==> config.mk <==
export PLATFORM = sky130hd
export DESIGN_NAME = io_port_6502_flat
export DESIGN_NICKNAME = d
export VERILOG_FILES = /design/src/rtl/io_port_6502_if.sv /design/src/rtl/io_port_6502.sv /design/src/flat_wrapper.sv
export SDC_FILE = /design/constraint.sdc
export NUM_CORES = 1
export LEC_CHECK = 0
export ABC_AREA = 1
export CAP_MARGIN = 10
export CORE_MARGIN = 2
export CORE_UTILIZATION = 60
export DETAILED_ROUTE_END_ITERATION = 8
export GPL_TIMING_DRIVEN = 0
export HOLD_SLACK_MARGIN = 0.03
export MAX_ROUTING_LAYER = met4
export PLACE_DENSITY = 0.82
export SLEW_MARGIN = 20
export SYNTH_ARGS = -nofsm -noshare
export SYNTH_HDL_FRONTEND = slang
export SYNTH_SLANG_ARGS = --single-unit
==> constraint.sdc <==
create_clock -name eclk -period 3.63 [get_ports eclk]
set_clock_uncertainty 0.1 [all_clocks]
set_input_delay 0.726 -clock eclk [delete_from_list [all_inputs] [get_ports eclk]]
set_output_delay 0.726 -clock eclk [all_outputs]
set_load 0.02 [all_outputs]
==> src/rtl/io_port_6502_if.sv <==
// Bus bundle for io_port_6502: CPU snoop side plus the outgoing byte stream.
// master = CPU/consumer side, slave = the port itself.
interface io_port_6502_if;
  logic        clk2out;
  logic [15:0] ab;
  logic [7:0]  db_o;
  logic        rw;
  logic        rd_hit;
  logic [7:0]  rd_data;
  logic        tx_valid;
  logic [7:0]  tx_data;
  logic        tx_ready;
  logic        overflow;

  modport master (
    output clk2out, ab, db_o, rw, tx_ready,
    input  rd_hit, rd_data, tx_valid, tx_data, overflow
  );

  modport slave (
    input  clk2out, ab, db_o, rw, tx_ready,
    output rd_hit, rd_data, tx_valid, tx_data, overflow
  );
endinterface

==> src/rtl/io_port_6502.sv <==
// Memory-mapped output port on the 6502 bus: snoops CPU writes into a FIFO
// that drains through a valid/ready byte stream; status readable by the CPU.
module io_port_6502 #(
  parameter logic [15:0] DATA_ADDR   = 16'hF001,
  parameter logic [15:0] STATUS_ADDR = 16'hF002,
  parameter int          AW          = 4
) (
  input logic           eclk,
  input logic           ereset_n,
  io_port_6502_if.slave bus
);
  localparam int DEPTH = 1 << AW;
  localparam logic [AW:0] FULL_CNT = (AW+1)'(DEPTH);

  logic          r_phi2_q;
  logic [AW-1:0] r_wr_ptr;
  logic [AW-1:0] r_rd_ptr;
  logic [AW:0]   r_count;
  logic          r_overflow;
  logic [7:0]    r_mem [DEPTH];

  logic          w_phi2_fall;
  logic          w_wr_data;
  logic          w_wr_stat;
  logic          w_full;
  logic          w_empty;
  logic          w_pop;
  logic          w_push;
  logic          w_drop;
  logic [31:0]   w_cnt_ext;
  logic [4:0]    w_cnt5;

  assign w_phi2_fall = r_phi2_q & ~bus.clk2out;
  assign w_wr_data   = w_phi2_fall & ~bus.rw
                     & (bus.ab == DATA_ADDR);
  assign w_wr_stat   = w_phi2_fall & ~bus.rw
                     & (bus.ab == STATUS_ADDR);

  assign w_full  = (r_count == FULL_CNT);
  assign w_empty = (r_count == '0);
  assign w_pop   = ~w_empty & bus.tx_ready;
  // full is judged on the pre-pop count, so a same-cycle pop frees a slot
  assign w_push  = w_wr_data & (~w_full | w_pop);
  assign w_drop  = w_wr_data & ~w_push;

  assign w_cnt_ext = 32'(r_count);
  assign w_cnt5    = (w_cnt_ext > 32'd31) ? 5'd31
                                          : w_cnt_ext[4:0];

  assign bus.rd_hit   = bus.rw & (bus.ab == STATUS_ADDR);
  assign bus.rd_data  = {r_overflow, w_full, w_empty, w_cnt5};
  assign bus.tx_valid = ~w_empty;
  assign bus.tx_data  = r_mem[r_rd_ptr];
  assign bus.overflow = r_overflow;

  always_ff @(posedge eclk or negedge ereset_n) begin
    if (!ereset_n) begin
      r_phi2_q <= 1'b0;
    end else begin
      r_phi2_q <= bus.clk2out;
    end
  end

  always_ff @(posedge eclk or negedge ereset_n) begin
    if (!ereset_n) begin
      r_wr_ptr <= '0;
      r_rd_ptr <= '0;
      r_count  <= '0;
    end else begin
      if (w_push) r_wr_ptr <= r_wr_ptr + 1'b1;
      if (w_pop)  r_rd_ptr <= r_rd_ptr + 1'b1;
      unique case ({w_push, w_pop})
        2'b10:   r_count <= r_count + 1'b1;
        2'b01:   r_count <= r_count - 1'b1;
        default: ;
      endcase
    end
  end

  always_ff @(posedge eclk or negedge ereset_n) begin
    if (!ereset_n) begin
      r_overflow <= 1'b0;
    end else if (w_drop) begin
      r_overflow <= 1'b1;
    end else if (w_wr_stat) begin
      r_overflow <= 1'b0;
    end
  end

  always_ff @(posedge eclk) begin
    if (w_push) r_mem[r_wr_ptr] <= bus.db_o;
  end
endmodule

==> src/flat_wrapper.sv <==
// flat-port wrapper written by rule: the top's interface ports become plain ports
module io_port_6502_flat 
#(
  parameter logic [15:0] DATA_ADDR   = 16'hF001,
  parameter logic [15:0] STATUS_ADDR = 16'hF002,
  parameter int          AW          = 4
)
  (eclk, ereset_n, bus_clk2out, bus_ab, bus_db_o, bus_rw, bus_tx_ready, bus_rd_hit, bus_rd_data, bus_tx_valid, bus_tx_data, bus_overflow);
  io_port_6502_if bus_i ();
  input logic eclk;
  input logic ereset_n;
  input wire logic [$bits(bus_i.clk2out)-1:0] bus_clk2out;
  input wire logic [$bits(bus_i.ab)-1:0] bus_ab;
  input wire logic [$bits(bus_i.db_o)-1:0] bus_db_o;
  input wire logic [$bits(bus_i.rw)-1:0] bus_rw;
  input wire logic [$bits(bus_i.tx_ready)-1:0] bus_tx_ready;
  output wire logic [$bits(bus_i.rd_hit)-1:0] bus_rd_hit;
  output wire logic [$bits(bus_i.rd_data)-1:0] bus_rd_data;
  output wire logic [$bits(bus_i.tx_valid)-1:0] bus_tx_valid;
  output wire logic [$bits(bus_i.tx_data)-1:0] bus_tx_data;
  output wire logic [$bits(bus_i.overflow)-1:0] bus_overflow;
  assign bus_i.clk2out = bus_clk2out;
  assign bus_i.ab = bus_ab;
  assign bus_i.db_o = bus_db_o;
  assign bus_i.rw = bus_rw;
  assign bus_i.tx_ready = bus_tx_ready;
  assign bus_rd_hit = bus_i.rd_hit;
  assign bus_rd_data = bus_i.rd_data;
  assign bus_tx_valid = bus_i.tx_valid;
  assign bus_tx_data = bus_i.tx_data;
  assign bus_overflow = bus_i.overflow;
  io_port_6502 #(.DATA_ADDR(DATA_ADDR), .STATUS_ADDR(STATUS_ADDR), .AW(AW)) u_core (.eclk(eclk), .ereset_n(ereset_n), .bus(bus_i));
endmodule
# Yosys cells after proc, flatten, opt, wreduce, memory -nomap -nowiden

Memory sizes are Yosys's and may differ from the RTL's.
Cells that the tools add are included.

Output and inout port bits: 19
Bits in registers: 15
RAM bits: 128
Memories kept: 1
Logic and storage cells: 39

Memory list:

| name         | depth | bits a word | read ports | clocked after Yosys merged registers in | wr ports | RTL line           | text |
|---|---|---|---|---|---|---|---|
| u_core.r_mem | 16    | 8           | 1          | 0                                       | 1        | io_port_6502.sv:20 | `logic [7:0] r_mem [DEPTH];` |

Equal/unequal tests: 5
Bitwise logic cells: 14
Reductions and logical operators: 3
$lt $le $gt $ge: 1
Multiplexer cells: 6
Add/sub/neg operators: 4

Operators by type and width:

| operator                                                               | count |
|---|---|
| 16-bit equality test (second input constant)                           | 2 |
| 5-bit case mux with 2 select lines                                     | 1 |
| 4-bit by 1-bit adder with 4-bit output (second input constant)         | 2 |
| 1-bit AND                                                              | 8 |
| 5-bit by 1-bit adder with 5-bit output (second input constant)         | 1 |
| 5-bit equality test (second input constant)                            | 1 |
| 5-bit greater-than comparator (second input constant)                  | 1 |
| 5-bit zero test                                                        | 1 |
| 5-bit 2-to-1 mux                                                       | 1 |
| 1-bit inverter                                                         | 5 |
| 5-bit by 1-bit subtractor with 5-bit output (second input constant)    | 1 |
| 1-bit 2-to-1 mux                                                       | 4 |
| 2-bit nonzero test                                                     | 2 |
| 2-bit by 1-bit equality test with 1-bit output (second input constant) | 1 |
| 2-bit equality test (second input constant)                            | 1 |
| 1-bit OR                                                               | 1 |

# Depth between registers and ports, before layout

Gate-level depths: netlist of run 1.

Depth in word-level cells: 8
Depth in mapped cells: 18
Depth with buffers taken out: 18

# Worst setup path before layout of run 1

OpenSTA, ideal clock, no wires.

Path kind: input to register
From: input port bus_clk2out
To: register u_core.r_count[4]
Slack: 1.102 ns
Arrival time: 2.315 ns
Library setup time: 0.113 ns
Stages: 17
Cells stage by stage: inv_1 nand2_1 nor2_1 nand2_1 nor2_4 nand2_4 nand2_2 inv_1 fa_1 nand2_1 nand2_1 a21oi_1 nand2_1 nand2_1 nand3_1 nand2_1 inv_1

Word-level cells in the longest chain between the ends: 7

RTL lines:

| element                                                                               | RTL line           | text |
|---|---|---|
| start, declared                                                                       | flat_wrapper.sv:12 | `input wire logic [$bits(bus_i.clk2out)-1:0] bus_clk2out;` |
| 1-bit inverter *                                                                      | io_port_6502.sv:33 | `assign w_phi2_fall = r_phi2_q & ~bus.clk2out;` |
| 1-bit AND *                                                                           | io_port_6502.sv:33 |  |
| 1-bit AND *                                                                           | io_port_6502.sv:34 | `assign w_wr_data = w_phi2_fall & ~bus.rw` |
| 1-bit AND *                                                                           | io_port_6502.sv:35 | `& (bus.ab == DATA_ADDR);` |
| 1-bit AND *                                                                           | io_port_6502.sv:43 | `assign w_push = w_wr_data & (~w_full \| w_pop);` |
| 2-bit by 1-bit equality test with 1-bit output or 2-bit equality test (tied branches) | io_port_6502.sv:72 | `unique case ({w_push, w_pop})` |
| 5-bit case mux with 2 select lines or 2-bit nonzero test (tied branches)              | n/a                |  |
| end signal, assigned                                                                  | io_port_6502.sv:73 | `2'b10: r_count <= r_count + 1'b1;` |
| end signal, assigned                                                                  | io_port_6502.sv:74 | `2'b01: r_count <= r_count - 1'b1;` |
| end, declared                                                                         | io_port_6502.sv:18 | `logic [AW:0] r_count;` |

Mark *: on every way between the ends. The rest lies on a longest branch, timed or not.
A chain may end at the register's enable or synchronous reset.

# Worst setup path in the final report of run 1

From: register u_core.r_rd_ptr[0]
To: output port bus_tx_data[6]

Word-level cells in the longest chain between the ends: 1

RTL lines:

| element                | RTL line           | text |
|---|---|---|
| start, declared        | io_port_6502.sv:17 | `logic [AW-1:0] r_rd_ptr;` |
| start signal, assigned | io_port_6502.sv:71 | `if (w_pop) r_rd_ptr <= r_rd_ptr + 1'b1;` |
| memory 16 x 8 bit      | n/a                |  |
| end, declared          | flat_wrapper.sv:20 | `output wire logic [$bits(bus_i.tx_data)-1:0] bus_tx_data;` |

No other way between the ends.

==> metrics.log, run 1 <==
INFO  metric clock_power_share = 30.2%
INFO  metric cell_pwr_density = 767 nW/um2
INFO  metric syn_inst_count = ~510
INFO  metric num-fill-cells = between 600 and 700
INFO  metric grt_use_met2 = 49.8%
INFO  metric yosys_top_cell_by_area = edfxtp_1
INFO  metric cap_viol_max_count = 0
INFO  metric finalCritPeriodShare = 92.1%
INFO  metric crit_slowest_cell = dfrtp_1
INFO  metric synth_nets = 549
INFO  metric grt_antenna_before_repair = 0
INFO  metric setup_tns = 0 ns
INFO  metric seqCellArea = roughly 4200 um2
INFO  metric areaGrowthSynthToFinish = 20.3%
INFO  metric route.antenna.remaining_nets = 0
INFO  metric clock-root-buffer = clkbuf_8
INFO  metric cts-buffers-inserted = 17
INFO  metric design.core.area = between 9000 and 10000 um2
INFO  metric timing.hold.worst.class = register to register
INFO  metric grt-busiest-layer = met2
INFO  metric setup_viol = 0
INFO  metric clk-insertion-delay-late = between 0.5 and 0.6 ns
INFO  metric internal-power = between 3 and 4 mW
INFO  metric post_drt_via_cell_ratio = ~6.0
INFO  metric layout.nets = 615
INFO  metric route.vias.total = 4313
INFO  metric post-cts-setup-buffers = 0
INFO  metric vdd_ir_drop_max = around 0.46 mV
INFO  metric clk_path_buf_depth = 2
INFO  metric timing.critical_path.cells = buf_4 > inv_4 > buf_4 > nor2_1 > nor2_1 > o21ai_0 > o211ai_1 > nand3_1 > nand2_1 > dlygate4sd2_1
INFO  metric synth.top_cell.area_share = between 60% and 70%
INFO  metric type_of_the_worst_setup_path = register to output port
INFO  metric htree_num_levels = 4
INFO  metric share_comb_of_total_power = about 36%
INFO  metric dieHeight = around 110 um
INFO  metric wl_per_cell = 21.2 um
INFO  metric initialDrtViolationCount = between 400 and 500
INFO  metric floorplan.initialDensity = approximately 62%
INFO  metric gr-total-overflow = 0
INFO  metric pwr-share-seq = approximately a third
INFO  metric timing.final.crit_period = roughly 3.3 ns
INFO  metric core.rowCount = 36
INFO  metric most_frequent_cells_in_the_layout = edfxtp_1, nor2_1, o21ai_0, nand2_1, clkdlybuf4s50_1
INFO  metric post_synth.cell_area_avg = between 10 and 15 um2
INFO  metric startpoint_type = register
INFO  metric post_synthesis_sequential_element_count = roughly 140
INFO  metric grt_first_pass_wirelength = between 20 and 25 mm
INFO  metric power.share.switching = between 30% and 40%
INFO  metric timing.critical_path.slowest_cell_delay = 0.42 ns
INFO  metric final_hold_violation_count = 0
INFO  metric grt_pass1_vias = between 4000 and 5000
INFO  metric clkTransAtPathRegs = approximately 0.060 ns
INFO  metric wirelength = roughly 15 mm
INFO  metric timing_max_transition_violations_final = 0
INFO  metric globalRouteTotalUtil = a little under a third
INFO  metric post-place-cells = between 600 and 700
INFO  metric cp.arrival = roughly 2.5 ns
INFO  metric dp_hpwl = 10.4 mm
INFO  metric transition_time_at_the_pin_with_the_least_slew_margin = approximately 1 ns
INFO  metric synth_cell_types = 34
INFO  metric synth.yosys.warnings = 0
INFO  metric worstPathRequired = 2.80 ns
INFO  metric total_switching_power = 2.05 mW
INFO  metric post-route-drc-count = 0
INFO  metric cts_tree = yes
INFO  metric outcome = finished clean
INFO  metric combined_area_of_the_multi_input_logic_cells = ~1700 um2
INFO  metric synth_enable_flop_cells = between 100 and 150
INFO  metric yosys_most_used_dff = edfxtp_1
INFO  metric synth_top_cells_by_area = edfxtp_1, nor2_1, dfrtp_1, o21ai_0, o211ai_1
INFO  metric buffer_ports.inserted = between 40 and 50
INFO  metric die-area = ~11000 um2
INFO  metric antennaDiodeCount = 0
INFO  metric p_leak = around 2.7 nW
INFO  metric netlist_area = just over 6000 um2
INFO  metric proportion_of_layout_cells_with_a_drive_suffix_above_1 = 10.7%
INFO  metric postSynth.asyncResetShare = a little over a tenth
INFO  metric grt_util_met3 = under 10%
INFO  metric layout.cells.most_common = edfxtp_1
INFO  metric worst_setup_path_end_kind = output port
INFO  metric tritoncts_num_sinks = roughly 140
INFO  metric layout.cells.non_filler = ~720
INFO  metric worstPathMaxFanout = 10
INFO  metric drt_pre_antenna_iters = 5
INFO  metric rsz0062_at_grt = false
INFO  metric global_route.usage.met1 = around two fifths
INFO  metric relSlewSlack = between 30% and 40%
INFO  metric ios = 48
INFO  metric largest_net_degree_at_the_start_of_global_routing = 17
INFO  metric cp_num_buf_inv = 4
INFO  metric die_width = roughly 110 um
INFO  metric maxClockFrequency = roughly 300 MHz
INFO  metric globalplace.congestion = ~0.91
INFO  metric path_delay_family = buffers and inverters
INFO  metric synth_seq_area_share = 68.9%
==> power groups by stage <==
stage	clock network, mW	logic [mW]	registers, mW
global placement	0	1.93	1.95
CTS	1.71	2.01	1.91
global route	1.79	2.22	1.92
detailed placement	0	1.99	1.95
floorplan	0	1.23	1.93
finish	1.71	2.02	1.92
==> path summary, 6_finish.rpt <==
kind | startpoint | endpoint | slack, ns | cells past startpoint
hold reg to reg | u_core.r_wr_ptr[3]$_DFFE_PN0P_ | u_core.r_wr_ptr[3]$_DFFE_PN0P_ | 0.45 | 2
setup reg to reg | u_core.r_count[0]$_DFFE_PN0P_ | u_core.r_count[4]$_DFFE_PN0P_ | 1.11 | 15
min in group asynchronous | ereset_n | u_core.r_wr_ptr[0]$_DFFE_PN0P_ | 0.54 | 1
hold / removal | u_core.r_wr_ptr[3]$_DFFE_PN0P_ | u_core.r_wr_ptr[3]$_DFFE_PN0P_ | 0.45 | 2
max in group asynchronous | ereset_n | u_core.r_count[1]$_DFFE_PN0P_ | 2.42 | 1
setup / recovery | u_core.r_rd_ptr[0]$_DFFE_PN0P_ | bus_tx_data[6] | 0.29 | 10
==> sequential cells by signal (all words and copies together), names as in the netlist <==
name,count
u_core.r_wr_ptr,4
u_core.r_count,5
u_core.r_phi2_q,1
u_core.bus.overflow,1
u_core.r_rd_ptr,4
u_core.r_mem,128
==> worst register-to-register path, delay by kind of cell, from the launching register on <==
kind                     cells  cell delay, ns
adder cells (fa/ha/maj)      1            0.41
flip-flops                   1            0.45
AND/OR/NAND/NOR             10            1.11
buffers and inverters        3            0.22
AO/OA/AOI/OAI                1            0.15
==> metrics by stage <==
| stage | utilization [%] | hold WS (ns) | power (mW) | cell area, um2 | setup WS, ns |
|---|---|---|---|---|---|
| final | 75.1 | 0.450 | 5.65 | 7370 | 0.286 |
| after global routing | 75.1 | 0.485 | 5.93 | 7370 | 0.174 |
| after CTS | 74.8 | 0.443 | 5.64 | 7350 | 0.0232 |
| after detailed placement | 68.9 | 0.422 | 3.94 | 6760 | 0.382 |
| after global placement | 68.9 | 0.421 | 3.88 | 6760 | 0.473 |
| after floorplan | - | 0.330 | 3.15 | 6120 | 1.10 |
==> final cells by class <==
cell class	count	area share, %
Buffer	32	2.24
Clock buffer	18	5.67
Timing Repair Buffer	47	6.60
Clock inverter	14	2.28
Multi-Input combinational cell	316	22.6
Tap cell	133	2.26
Sequential cell	143	57.2
Inverter	20	1.05
==> metal layers <==
metal | up-vias | part of all wire [%]
met2 | 243 | 50
met1 | 2076 | 38
met3 | 41 | 9.0
li1 | 1953 | -
met4 | 0 | 3.1
met5 | - | 0
==> synth_stat cells (4+ instances only) <==
| master | instances |
|---|---|
| xor2_1 | 5 |
| inv_1 | 15 |
| ha_1 | 8 |
| o21ai_0 | 68 |
| o211ai_1 | 29 |
| nand2_1 | 40 |
| nand3_1 | 14 |
| nand4_1 | 4 |
| dfrtp_1 | 15 |
| clkbuf_1 | 16 |
| buf_4 | 5 |
| edfxtp_1 | 128 |
| buf_2 | 10 |
| nor2_1 | 120 |
==> logic make-up (layout without fill, tap and decap cells) <==
| logic type | after synthesis | count (layout) | share of synthesized area [%] |
|---|---|---|---|
| flops | 143 | 143 | 68.9 |
| mux | 3 | 3 | 0.490 |
| compound gates | 105 | 105 | 9.99 |
| xor+xnor | 7 | 7 | 1.00 |
| buf+inv | 52 | 131 | 3.86 |
| fa+ha+maj | 9 | 9 | 1.96 |
| simple gates | 192 | 192 | 13.8 |
==> timing repair <==
item | CTS | global route
hold buffers | 0 | 0
setup endpoints to repair | 2 | 7
gates resized for setup | 2 | 12
No activity file was read; power rests on OpenSTA's default activity.
==> run 2: changes to the inputs <==
--- a/config.mk
+++ b/config.mk
@@ -8,12 +8,12 @@
 export ABC_AREA = 1
 export CAP_MARGIN = 10
 export CORE_MARGIN = 2
-export CORE_UTILIZATION = 60
+export CORE_UTILIZATION = 58
 export DETAILED_ROUTE_END_ITERATION = 8
 export GPL_TIMING_DRIVEN = 0
 export HOLD_SLACK_MARGIN = 0.03
 export MAX_ROUTING_LAYER = met4
-export PLACE_DENSITY = 0.82
+export PLACE_DENSITY = 0.79
 export SLEW_MARGIN = 20
 export SYNTH_ARGS = -nofsm -noshare
 export SYNTH_HDL_FRONTEND = slang
==> constraint.sdc (replaced) <==
create_clock -name eclk -period 3.46 [get_ports eclk]
set_clock_uncertainty 0.1 [all_clocks]
set_input_delay 0.692 -clock eclk [delete_from_list [all_inputs] [get_ports eclk]]
set_output_delay 0.692 -clock eclk [all_outputs]
set_load 0.02 [all_outputs]
==> run 2 against run 1 <==
  * Largest power group unchanged
  * Critical path type unchanged
  * Sequential cell count did not move
  * Non-clock buffer count unchanged
  * Count of clock-buffer cells in the layout increased by 4
==> metrics.log, run 2 (synthesized netlist as in run 1, its figures left out) <==
INFO  metric die_width = around 110 um
INFO  metric route.vias.total = 4336
INFO  metric route.antenna.remaining_nets = 0
INFO  metric design.core.area = roughly 10000 um2
INFO  metric vdd_ir_drop_max = 0.478 mV
INFO  metric ios = 48
INFO  metric transition_time_at_the_pin_with_the_least_slew_margin = slightly below 0.9 ns
INFO  metric dp_hpwl = approximately 10 mm
INFO  metric timing.critical_path.cells = buf_4 > inv_4 > buf_4 > nor2_1 > nor2_1 > o21ai_0 > o211ai_1 > o211ai_1 > nand2_1 > dlygate4sd2_1
INFO  metric final_hold_violation_count = 0
INFO  metric grt_antenna_before_repair = 0
INFO  metric design_power_total = just under 6 mW
INFO  metric post_drt_via_cell_ratio = roughly 6.0
INFO  metric path_depth = 10
INFO  metric r2r_slack = between 0.8 and 0.9 ns
INFO  metric cap_viol_max_count = 0
INFO  metric most_frequent_cells_in_the_layout = edfxtp_1, nor2_1, o21ai_0, nand2_1, clkdlybuf4s50_1
INFO  metric largest_registers = u_core.r_mem x128, u_core.r_count x5
INFO  metric path_delay_family = buffers and inverters
INFO  metric worst_r2r_endpoint = u_core.r_count[4]$_DFFE_PN0P_
INFO  metric proportion_of_layout_cells_with_a_drive_suffix_above_1 = 11.5%
INFO  metric type_of_the_worst_setup_path = register to output port
INFO  metric setup_viol = 0
INFO  metric antennaDiodeCount = 0
INFO  metric post-cts-setup-buffers = 0
INFO  metric grt_first_pass_wirelength = 23.2 mm
INFO  metric layout.cells.non_filler = 726
INFO  metric die-area = ~11000 um2
INFO  metric timing.hold.worst_endpoint = u_core.r_wr_ptr[3]$_DFFE_PN0P_
INFO  metric regToRegStartpoint = u_core.r_count[0]$_DFFE_PN0P_
INFO  metric finalCritPeriodShare = 96.5%
INFO  metric timing.final.crit_period = ~3.3 ns
INFO  metric clock-root-buffer = clkbuf_8
INFO  metric largest_register_ff_count = around 130
INFO  metric largest_register = u_core.r_mem
INFO  metric post-place-cells = 694
INFO  metric layout.nets = slightly above 600
INFO  metric rsz0062_at_grt = false
INFO  metric globalRouteTotalUtil = 29.3%
INFO  metric min_path_cells = 2
INFO  metric initialDrtViolationCount = between 400 and 500
INFO  metric clk-insertion-delay-late = approximately 0.54 ns
INFO  metric wirelength = 15.1 mm
INFO  metric maxClockFrequency = 300 MHz
INFO  metric layout.cells.most_common = edfxtp_1
INFO  metric cp_num_buf_inv = 4
INFO  metric buffer_ports.inserted = 47
INFO  metric wl_per_cell = 20.8 um
INFO  metric startpoint_type = register
INFO  metric worstPathMaxFanout = 10
INFO  metric timing.critical_path.slowest_cell_delay = 0.42 ns
INFO  metric drt_pre_antenna_iters = 6
INFO  metric grt_pass1_vias = around 4300
INFO  metric htree_num_levels = 4
INFO  metric cts-buffers-inserted = 17
INFO  metric floorplan.initialDensity = about three fifths
INFO  metric setup_tns = 0 ns
INFO  metric ctsResizeCount = 17
INFO  metric postCtsHoldBufs = 0
INFO  metric worstHoldStart = u_core.r_wr_ptr[3]$_DFFE_PN0P_
INFO  metric clk_path_buf_depth = 2
INFO  metric cp.arrival = 2.55 ns
INFO  metric crit_slowest_cell = dfrtp_1
INFO  metric worst_r2r_path_depth = 15
INFO  metric worst_setup_path_end_kind = output port
INFO  metric cts_tree = yes
INFO  metric p_leak = 2.64 nW
INFO  metric core.rowCount = 37
INFO  metric areaGrowthSynthToFinish = 20.8%
INFO  metric clkTransAtPathRegs = around 0.060 ns
INFO  metric post-route-drc-count = 0
INFO  metric dieHeight = between 100 and 150 um
INFO  metric globalplace.congestion = roughly 0.96
INFO  metric cell_pwr_density = roughly 800 nW/um2
INFO  metric timing.hold.worst.class = register to register
INFO  metric tritoncts_num_sinks = around 140
INFO  metric relSlewSlack = 40.8%
INFO  metric outcome = finished clean
INFO  metric largest_net_degree_at_the_start_of_global_routing = 17
INFO  metric gr-total-overflow = 0
INFO  metric worstPathRequired = roughly 2.7 ns
INFO  metric timing_max_transition_violations_final = 0
## run 2: changes by cell type in the layout (fill, tap and decap cells not counted), moves of 2 or more
cell            change
dlygate4sd2_1       +7
dlymetal6s2s_1      -7
buf_4               +3
clkbuf_16           +3
o221ai_1            -3
o221ai_2            +3
buf_2               -2
bufinv_16           -2
clkbuf_8            +2
clkinv_1            -2
## run 2: how the worst max path moves through the flow
stage                                    from                             to  slack (ns)
4_1_cts        u_core.r_rd_ptr[0]$_DFFE_PN0P_                 bus_tx_data[0]        0.13
2_1_floorplan                     bus_clk2out  u_core.r_count[4]$_DFFE_PN0P_        0.97
6_report       u_core.r_rd_ptr[0]$_DFFE_PN0P_                 bus_tx_data[0]        0.12
3_3_place_gp                        bus_ab[0]   u_core.r_mem[9][0]$_DFFE_PP_        0.28
3_5_place_dp                        bus_ab[0]  u_core.r_count[4]$_DFFE_PN0P_        0.21
5_1_grt        u_core.r_rd_ptr[0]$_DFFE_PN0P_                 bus_tx_data[4]        0.02
## run 2: routing by layer
| metal | track usage, % | part of all wire [%] | up-vias |
|---|---|---|---|
| li1 | - | - | 1947 |
| met1 | 37.3 | 39 | 2090 |
| met2 | 43.8 | 48 | 254 |
| met4 | 13.0 | 3.9 | 0 |
| met5 | - | 0 | - |
| met3 | 9.12 | 9.2 | 45 |
## run 2: report_power, final
group	leakage [nW]	internal, mW	switching, mW
sequential	1.33	1.94	0.0693
clock	0.291	1.12	0.702
combinational	1.02	0.711	1.39
## run 2: per-stage QoR
step	instance area, um2	util (%)	hold slack, ns	setup slack (ns)
floorplan	6120	-	0.296	0.966
global placement	6770	65.8	0.419	0.284
detailed placement	6770	65.8	0.422	0.213
CTS	7400	72.0	0.439	0.131
global route	7400	72.0	0.460	0.0175
finish	7400	72.0	0.442	0.122
## run 2: worst reg2reg max path: stages (launching register included)
cell and delay (ns):
dfrtp_1 0.45, nor2_1 0.28, nand3_2 0.17, nand2_4 0.13
inv_2 0.07, nand2_2 0.11, inv_1 0.11, fa_1 0.42
nand2_1 0.08, nand2_1 0.05, a21oi_1 0.19, nand2_1 0.08
nand2_1 0.09, nand3_1 0.07, nand2_1 0.08, inv_1 0.04
## run 2: cell type report
| cell class | count | area [um2] |
|---|---|---|
| flip-flops and latches | 143 | 4220 |
| clock buffers | 22 | 517 |
| plain buffers | 32 | 169 |
| repair buffers | 47 | 460 |
| inverters | 20 | 77.6 |
| fillers | 733 | 2880 |
| well taps | 136 | 170 |
| multi-input cells | 316 | 1690 |
| clock inverters | 10 | 96.3 |
==> run 3: changes to the inputs <==
--- a/config.mk
+++ b/config.mk
@@ -18,3 +18,4 @@
 export SYNTH_ARGS = -nofsm -noshare
 export SYNTH_HDL_FRONTEND = slang
 export SYNTH_SLANG_ARGS = --single-unit
+export TNS_END_PERCENT = 100
==> results of run 3 <==
Final layout, timing and power as in run 2 (identical DEF).
